===== src/rtl/antares_ex_muldiv_unit_pkg.sv =====
// Shared encodings for the EX-stage multiply/divide unit: op codes, FSM
// states, and a small sign-magnitude helper.
package antares_ex_muldiv_unit_pkg;

  typedef enum logic [2:0] {
    MD_NONE  = 3'd0,
    MD_MULT  = 3'd1,
    MD_MULTU = 3'd2,
    MD_DIV   = 3'd3,
    MD_DIVU  = 3'd4,
    MD_MTHI  = 3'd5,
    MD_MTLO  = 3'd6
  } md_op_e;

  typedef enum logic [2:0] {
    MD_STATE_IDLE = 3'd0,
    MD_STATE_MUL  = 3'd1,
    MD_STATE_DIV  = 3'd2,
    MD_STATE_FIX  = 3'd3,
    MD_STATE_DONE = 3'd4
  } md_state_e;

  localparam int DIV_ITERS = 32;

  // Magnitude of a two's complement value when en is set, raw value otherwise.
  // 0x8000_0000 maps to itself, which is the correct unsigned magnitude.
  function automatic logic [31:0] abs32(input logic [31:0] v, input logic en);
    return (en && v[31]) ? (32'd0 - v) : v;
  endfunction

endpackage


===== src/rtl/antares_ex_muldiv_unit_divider_core.sv =====
// Iterative unsigned 32/32 restoring divider, one quotient bit per cycle.
// start loads the operands; 32 iterations follow. last is high during the
// cycle whose clock edge produces the final quotient bit. abort cancels.
module antares_divider_core
  import antares_ex_muldiv_unit_pkg::*;
(
  input  logic        clk,
  input  logic        rst,
  input  logic        start,
  input  logic        abort,
  input  logic [31:0] dividend,
  input  logic [31:0] divisor,
  output logic        last,
  output logic [31:0] quotient,
  output logic [31:0] remainder
);

  logic [31:0] rem_q, rem_d;
  logic [31:0] quo_q, quo_d;
  logic [31:0] dvs_q, dvs_d;
  logic [4:0]  cnt_q, cnt_d;
  logic        busy_q, busy_d;

  // 33-bit partial remainder: previous remainder shifted left with the next
  // dividend bit, then trial-subtracted; bit 32 of diff is the borrow.
  logic [32:0] shifted;
  logic [32:0] diff;

  // One restoring step per cycle while busy; start/abort take priority.
  always_comb begin
    shifted = {rem_q, quo_q[31]};
    diff    = shifted - {1'b0, dvs_q};
    rem_d   = rem_q;
    quo_d   = quo_q;
    dvs_d   = dvs_q;
    cnt_d   = cnt_q;
    busy_d  = busy_q;
    if (abort) begin
      busy_d = 1'b0;
      cnt_d  = 5'd0;
    end else if (start) begin
      rem_d  = 32'd0;
      quo_d  = dividend;
      dvs_d  = divisor;
      cnt_d  = 5'd0;
      busy_d = 1'b1;
    end else if (busy_q) begin
      if (diff[32]) begin
        rem_d = shifted[31:0];
        quo_d = {quo_q[30:0], 1'b0};
      end else begin
        rem_d = diff[31:0];
        quo_d = {quo_q[30:0], 1'b1};
      end
      cnt_d  = cnt_q + 5'd1;
      busy_d = (cnt_q != 5'(DIV_ITERS - 1));
    end
  end

  // Divider state registers.
  always_ff @(posedge clk) begin
    if (rst) begin
      rem_q  <= '0;
      quo_q  <= '0;
      dvs_q  <= '0;
      cnt_q  <= '0;
      busy_q <= 1'b0;
    end else begin
      rem_q  <= rem_d;
      quo_q  <= quo_d;
      dvs_q  <= dvs_d;
      cnt_q  <= cnt_d;
      busy_q <= busy_d;
    end
  end

  assign last      = busy_q && (cnt_q == 5'(DIV_ITERS - 1));
  assign quotient  = quo_q;
  assign remainder = rem_q;

endmodule


===== src/rtl/antares_ex_muldiv_unit.sv =====
// EX-stage multiply/divide unit owning HI/LO.
// Handshake: while ex_md_stall is high the unit is busy and the hazard unit
// holds the ID->EX register (ex_stall high), keeping op and operands stable.
// When the result is committed the unit sits in DONE with ex_md_stall low and
// returns to IDLE on the first cycle ex_stall is low, i.e. when the
// instruction advances. ex_md_stall never depends on ex_stall.
module antares_ex_muldiv_unit
  import antares_ex_muldiv_unit_pkg::*;
#(
  parameter int unsigned MUL_CYCLES = 4
) (
  input  logic        clk,
  input  logic        rst,
  input  logic [2:0]  ex_md_op,
  input  logic [31:0] ex_data_rs,
  input  logic [31:0] ex_data_rt,
  input  logic        ex_stall,
  input  logic        ex_flush,
  output logic        ex_md_stall,
  output logic [31:0] ex_hi,
  output logic [31:0] ex_lo,
  output md_state_e   ex_md_state
);

  md_state_e   state_q, state_d;
  logic [31:0] hi_q, hi_d;
  logic [31:0] lo_q, lo_d;
  logic        neg_quo_q, neg_quo_d;
  logic        neg_rem_q, neg_rem_d;
  logic        div_zero_q, div_zero_d;

  logic        mul_start;
  logic        div_start;
  logic        div_signed;
  logic        mul_ext;
  logic [63:0] mul_prod;

  logic [MUL_CYCLES-1:0] mul_vld_q, mul_vld_d;
  logic [63:0]           mul_prod_q [MUL_CYCLES];
  logic [63:0]           mul_prod_d [MUL_CYCLES];

  logic        div_last;
  logic [31:0] div_quo;
  logic [31:0] div_rem;

  // Sign-extending both operands to 64 bits makes the low 64 bits of an
  // unsigned multiply equal to the signed product for MULT.
  assign mul_ext    = (ex_md_op == MD_MULT);
  assign div_signed = (ex_md_op == MD_DIV);
  assign mul_prod   = {{32{mul_ext & ex_data_rs[31]}}, ex_data_rs} *
                      {{32{mul_ext & ex_data_rt[31]}}, ex_data_rt};

  antares_divider_core u_div (
    .clk       (clk),
    .rst       (rst),
    .start     (div_start),
    .abort     (ex_flush),
    .dividend  (abs32(ex_data_rs, div_signed)),
    .divisor   (abs32(ex_data_rt, div_signed)),
    .last      (div_last),
    .quotient  (div_quo),
    .remainder (div_rem)
  );

  // Product pipeline: stage 0 captures the product at the start edge; the
  // tail valid bit marks the last MUL cycle. Flush empties it.
  always_comb begin
    mul_vld_d[0]  = mul_start;
    mul_prod_d[0] = mul_prod;
    for (int i = 1; i < MUL_CYCLES; i++) begin
      mul_vld_d[i]  = mul_vld_q[i-1];
      mul_prod_d[i] = mul_prod_q[i-1];
    end
    if (ex_flush) mul_vld_d = '0;
  end

  // Product pipeline registers.
  always_ff @(posedge clk) begin
    if (rst) begin
      mul_vld_q <= '0;
      for (int i = 0; i < MUL_CYCLES; i++) mul_prod_q[i] <= '0;
    end else begin
      mul_vld_q <= mul_vld_d;
      for (int i = 0; i < MUL_CYCLES; i++) mul_prod_q[i] <= mul_prod_d[i];
    end
  end

  // Next-state, HI/LO updates and stall; flush overrides everything.
  always_comb begin
    state_d     = state_q;
    hi_d        = hi_q;
    lo_d        = lo_q;
    neg_quo_d   = neg_quo_q;
    neg_rem_d   = neg_rem_q;
    div_zero_d  = div_zero_q;
    mul_start   = 1'b0;
    div_start   = 1'b0;
    ex_md_stall = 1'b0;
    case (state_q)
      MD_STATE_IDLE: begin
        if (!ex_flush) begin
          case (ex_md_op)
            MD_MULT, MD_MULTU: begin
              mul_start   = 1'b1;
              ex_md_stall = 1'b1;
              state_d     = MD_STATE_MUL;
            end
            MD_DIV, MD_DIVU: begin
              div_start   = 1'b1;
              ex_md_stall = 1'b1;
              neg_quo_d   = div_signed & (ex_data_rs[31] ^ ex_data_rt[31]);
              neg_rem_d   = div_signed & ex_data_rs[31];
              div_zero_d  = (ex_data_rt == 32'd0);
              state_d     = MD_STATE_DIV;
            end
            MD_MTHI: hi_d = ex_data_rs;
            MD_MTLO: lo_d = ex_data_rs;
            default: ;
          endcase
        end
      end
      MD_STATE_MUL: begin
        ex_md_stall = 1'b1;
        if (mul_vld_q[MUL_CYCLES-1]) begin
          {hi_d, lo_d} = mul_prod_q[MUL_CYCLES-1];
          state_d      = MD_STATE_DONE;
        end
      end
      MD_STATE_DIV: begin
        ex_md_stall = 1'b1;
        if (div_last) state_d = MD_STATE_FIX;
      end
      MD_STATE_FIX: begin
        ex_md_stall = 1'b1;
        // Divide by zero reports all-ones quotient; remainder already equals rs.
        lo_d    = div_zero_q ? 32'hFFFF_FFFF : (neg_quo_q ? (32'd0 - div_quo) : div_quo);
        hi_d    = neg_rem_q ? (32'd0 - div_rem) : div_rem;
        state_d = MD_STATE_DONE;
      end
      MD_STATE_DONE: begin
        if (!ex_stall) state_d = MD_STATE_IDLE;
      end
      default: state_d = MD_STATE_IDLE;
    endcase
    if (ex_flush) begin
      state_d = MD_STATE_IDLE;
      hi_d    = hi_q;
      lo_d    = lo_q;
    end
  end

  // FSM state, HI/LO and latched divide sign flags.
  always_ff @(posedge clk) begin
    if (rst) begin
      state_q    <= MD_STATE_IDLE;
      hi_q       <= '0;
      lo_q       <= '0;
      neg_quo_q  <= 1'b0;
      neg_rem_q  <= 1'b0;
      div_zero_q <= 1'b0;
    end else begin
      state_q    <= state_d;
      hi_q       <= hi_d;
      lo_q       <= lo_d;
      neg_quo_q  <= neg_quo_d;
      neg_rem_q  <= neg_rem_d;
      div_zero_q <= div_zero_d;
    end
  end

  assign ex_hi       = hi_q;
  assign ex_lo       = lo_q;
  assign ex_md_state = state_q;

endmodule


===== config.mk =====
export PLATFORM = sky130hd
export DESIGN_NAME = antares_ex_muldiv_unit
export DESIGN_NICKNAME = d
export VERILOG_FILES = /design/src/rtl/antares_ex_muldiv_unit_pkg.sv /design/src/rtl/antares_ex_muldiv_unit_divider_core.sv /design/src/rtl/antares_ex_muldiv_unit.sv
export SDC_FILE = /design/constraint.sdc
export NUM_CORES = 2
export LEC_CHECK = 0
export ABC_CLOCK_PERIOD_IN_PS = 18200
export BUFFER_PORTS_ARGS = -buffer_cell sky130_fd_sc_hd__buf_2
export CORE_MARGIN = 2
export CORE_UTILIZATION = 49
export CTS_CLUSTER_SIZE = 16
export DETAILED_ROUTE_END_ITERATION = 12
export PLACE_DENSITY = 0.73
export SLEW_MARGIN = 20
export SYNTH_ARGS = -nofsm -noshare
export SYNTH_HDL_FRONTEND = slang
export SYNTH_SLANG_ARGS = --single-unit

===== constraint.sdc =====
create_clock -name clk -period 18.2 [get_ports clk]
set_input_delay 0.91 -clock clk [delete_from_list [all_inputs] [get_ports clk]]
set_output_delay 0.91 -clock clk [all_outputs]
set_load 0.05 [all_outputs]

After elaboration in Yosys (flattened, before gate mapping)
Memories as Yosys holds them, arrays and structs flattened.
Index checks and enable logic that the tools add are counted.
{"block": "op_classes", "mux": 38, "reduce_logical": 20, "eq_ne": 18, "n_addsub": 6, "n_bitwise": 11, "n_mul": 1}
{"operator": "2-to-1 mux 32 bit", "n": 14}
{"operator": "2-to-1 mux 64 bit", "n": 4}
{"operator": "case mux 32 bit (3 select lines)", "n": 2}
{"operator": "subtractor 1 x 32 -> 32 bit, first input constant", "n": 4}
{"operator": "multiplier 33 x 33 -> 64 bit", "n": 1}
{"operator": "subtractor 33 x 32 -> 33 bit", "n": 1}
{"operator": "logical NOT 32 bit", "n": 1}
{"operator": "case mux 3 bit (5 select lines)", "n": 1}
{"operator": "== test 3 x 2 -> 1 bit, second input constant", "n": 4}
{"operator": "== test 3 bit, second input constant", "n": 4}
{"operator": "2-to-1 mux 1 bit", "n": 12}
{"operator": "AND reduction 4 bit", "n": 3}
{"operator": "2-to-1 mux 3 bit", "n": 3}
{"operator": "OR reduction 3 bit", "n": 3}
{"operator": "== test 3 x 1 -> 1 bit, second input constant", "n": 2}
{"operator": "!= test 2 bit, second input constant", "n": 3}
{"operator": "case mux 3 bit (2 select lines)", "n": 1}
{"operator": "OR reduction 2 bit", "n": 3}
{"operator": "adder 5 x 1 -> 5 bit, second input constant", "n": 1}
{"operator": "== test 5 bit, second input constant", "n": 1}
{"operator": "!= test 5 bit, second input constant", "n": 1}
{"operator": "AND 1 bit", "n": 4}
{"operator": "!= test 2 x 1 -> 1 bit, second input constant", "n": 2}
{"operator": "OR 1 bit", "n": 4}
{"operator": "other kinds (11)", "n": 15}
{"block": "totals", "input_bits": 71, "output_inout_bits": 68, "ramBits": 256, "reg_bits": 176, "memories": 1, "word_cells": 108}
{"memory": "mul_prod_q", "depth": 4, "width": 64, "rd": 4, "rd_clocked_by_memory_dff": 0, "write_ports": 4, "line": "antares_ex_muldiv_unit.sv:39", "source": "logic [63:0] mul_prod_q [MUL_CYCLES];"}

Longest topological paths before layout
{"block": "logic_depth", "word_depth": 7, "depth_mapped": 33, "ltp_nobuf": 29}

Modules after synthesis
A second synthesis with hierarchy kept.
{"block": "hier_totals", "hier_cells": 6384, "area_unflattened_um2": 57005.9}
{"module": "antares_ex_muldiv_unit", "instances": 1, "cells_each": 5643, "area_per_inst_um2": 51033.9}
{"module": "antares_divider_core", "instances": 1, "cells_each": 741, "area_per_inst_um2": 5972.0}

Worst setup path before layout
No wires, ideal clock.
{"block": "synth_timing", "path_kind": "input port to flip-flop", "startpoint": "input port ex_md_op[2]", "endpoint": "memory mul_prod_q[0][60]", "required_ns": 18.072, "n_path_buf": 3, "slack_ns": 9.141, "t_arrival_ns": 8.931, "cell_stages": 28, "setup_time_ns": 0.128, "cell_sequence": "clkbuf_1 > nor3b_1 > clkbuf_1 > and2_1 > clkbuf_1 > nand2_1 > inv_1 > fa_1 > fa_1 > fa_1 > inv_1 > fa_1 > inv_1 > fa_1 > fa_1 > inv_1 > fa_1 > fa_1 > inv_1 > ha_1 > a21o_1 > a21o_1 > a21oi_1 > o22ai_1 > a311o_1 > o41ai_2 > xor2_1 > nor2_1"}
{"item": "start: declaration", "line": "antares_ex_muldiv_unit.sv:14", "source": "input logic [2:0] ex_md_op,"}
{"item": "end: declaration", "line": "antares_ex_muldiv_unit.sv:39"}

==> results.cfg <==
[outcome]
status = finished, final reports clean

[cts]
cts_made_buffers = 39
ctsHoldBuffers = 0
cts_sinks = 432
ctsLongestPathBuffers = 3
cts_tree = yes
cts-htree-levels = 2
clkTransAtPathRegs_ns = 0.07
cts_setup_buffers = 0
cts_resized = 0
clockRootBuffer = clkbuf_16
clk_latency_ns = 0.56

[worst_setup_path]
r2r_slack_ns = 14.28
required_ns = 18.62
slowest_delay_ns = 1.09
crit_slowest_cell = fa_1
cp-end-kind = flop
critical_path.startpoint = ex_md_op[2]
critPathBufInv = 7
crit_top_cell = fa_1
path_class = in -> reg
start_kind = primary input
r2r_start = u_div.quotient[31]
ff2ff_path_depth = 15
crit_family = adder cells
crit_path_max_fanout = 21
crit_cells = 29
r2r_end = u_div.remainder[0]
crit_path_end = mul_prod_q[0][60]
critPathArrivalTime_ns = 9.93

[routing]
via_per_inst = 5.61
drt-total-wl_mm = 164
wl_per_cell_microns = 21.4
drt_iter0_markers = 4018
detail_route.drc_violations = 0
ant_nets = 0
dr_total_vias = 43000
drt_pre_antenna_iters = 9

[layout]
nets = 7568
area_growth_pct = 5.37
final_cell_mix = inv_1 (1180), fa_1 (1125), nand2_1 (923)
drive_above_1_share = 0.0573
fin_util = 0.521
mostFrequentLayoutCell = inv_1

[sta]
clock_skew_ns = 0.0183
setup_violations = 0
worst_slack_ns = 8.69
period_needed_ns = 9.51
fmax_ghz = 0.105
maxSlewViolCount = 0
worst_pin_slew_ns = 1.20
hold_ws_ns = 0.425
max_slew_margin = 0.201
final.setup.tns_ns = 0
finalCritPeriodShare = 0.523
rsz0062_at_grt = false
hold_violations = 0

[placed_design]
place_congestion = 0.925
dp_hpwl_mm = 116
portBuffers = 138
pre_cts_ws_ns = 8.08

[synthesis]
syn_area_sq_um = 56500
synth_async_sr_flop_share = 0
syn_inst = 6261
synth_seq_area_share = 0.153
synth-main-ff-cell = dfxtp_1
synthTopCellsByArea = fa_1 (40%), dfxtp_1 (15%), inv_1 (7.8%)
syn_nets = 7709
ys_seq_elements = 432
synth.distinct_cells = 94
synth_top_area_frac = 0.399
synth-edff-count = 0
yosysWarnings = 0
avgSynthCellArea_sq_um = 9.02
yosysTopAreaCell = fa_1

[global_route]
grt_pass1_vias = 44700
met3_usage = 0.0586
grt_pass1_wl_mm = 257
grt.busiest_layer = met2
grt_antenna_before_repair = 6
grt_overflow = 0
met2_usage = 0.447
grt_max_degree = 192
use_met1 = 0.384
grtUsageTotal = 0.283

[floorplan]
start_util = 0.494
die_y_microns = 344
core_sq_um = 114000
num_io_pins = 139
dieArea_sq_um = 118000
die_x_microns = 344
rows = 124

[worst_hold_path]
hold_path.class = reg -> reg

[flow_run]
maxCapViolCount = 0
## cells by family after synthesis
family                   share of synthesized area
AND/OR/NAND/NOR                              0.165
buffers and inverters                        0.106
adder cells (fa/ha/maj)                      0.455
AO/OA/AOI/OAI                               0.0819
flip-flops                                   0.153
XOR/XNOR                                    0.0332
multiplexers                               0.00664
## layer usage
layer	wire (microns)	share of wire
met3	18500	0.11
met1	64600	0.39
met4	7290	0.044
met5	45	0.00027
met2	73600	0.45
## cell usage after synthesis (all sizes together), types with 77 or more instances
| library cell | number |
|---|---|
| a21oi | 141 |
| a211oi | 79 |
| buf | 77 |
| xnor2 | 125 |
| inv | 1180 |
| xor2 | 89 |
| ha | 251 |
| fa | 1126 |
| nor2 | 301 |
| nor2b | 217 |
| nand2 | 926 |
| dfxtp | 432 |
| and2 | 300 |
| o21ai | 125 |
| clkbuf | 323 |
## state kept, by name (all words and copies together) (netlist names)
register / flops
neg_quo_q: 1
div_zero_q: 1
ex_md_state: 3
ex_lo: 32
ex_hi: 32
mul_vld_q: 4
mul_prod_q: 256
u_div.busy_q: 1
u_div.remainder: 32
neg_rem_q: 1
u_div.dvs_q: 32
u_div.cnt_q: 5
u_div.quotient: 32
## worst min path at each step
stage                      startpoint           endpoint  slack (ns)  depth (start not counted)
finish                   mul_vld_q[2]       mul_vld_q[3]        0.42                          1
global route        mul_prod_q[0][31]  mul_prod_q[1][31]        0.44                          1
CTS                      mul_vld_q[2]       mul_vld_q[3]        0.43                          1
detailed placement       mul_vld_q[1]       mul_vld_q[2]        0.42                          1
global placement         mul_vld_q[1]       mul_vld_q[2]        0.41                          1
floorplan                mul_vld_q[0]       mul_vld_q[1]        0.41                          1
## cell type report
type / count / area, sq um
clock inverters: 18 / 194
flip-flops and latches: 432 / 8650
multi-input cells: 4248 / 42000
diodes: 7 / 17.5
clock buffers: 51 / 1070
inverters: 1181 / 4430
well taps: 1512 / 1890
repair buffers: 218 / 1310
fillers: 10300 / 54800
## through the flow
step / area, sq um / cells
2_1_floorplan: 56500 / 6261
3_3_place_gp: 58200 / 7591
6_report: 59500 / 7667
3_5_place_dp: 58200 / 7591
5_1_grt: 59500 / 7660
4_1_cts: 59500 / 7660
Power is left out: the tool's default activity adds up to more than one toggle a clock period on the data nets, which glitch-free logic cannot reach.
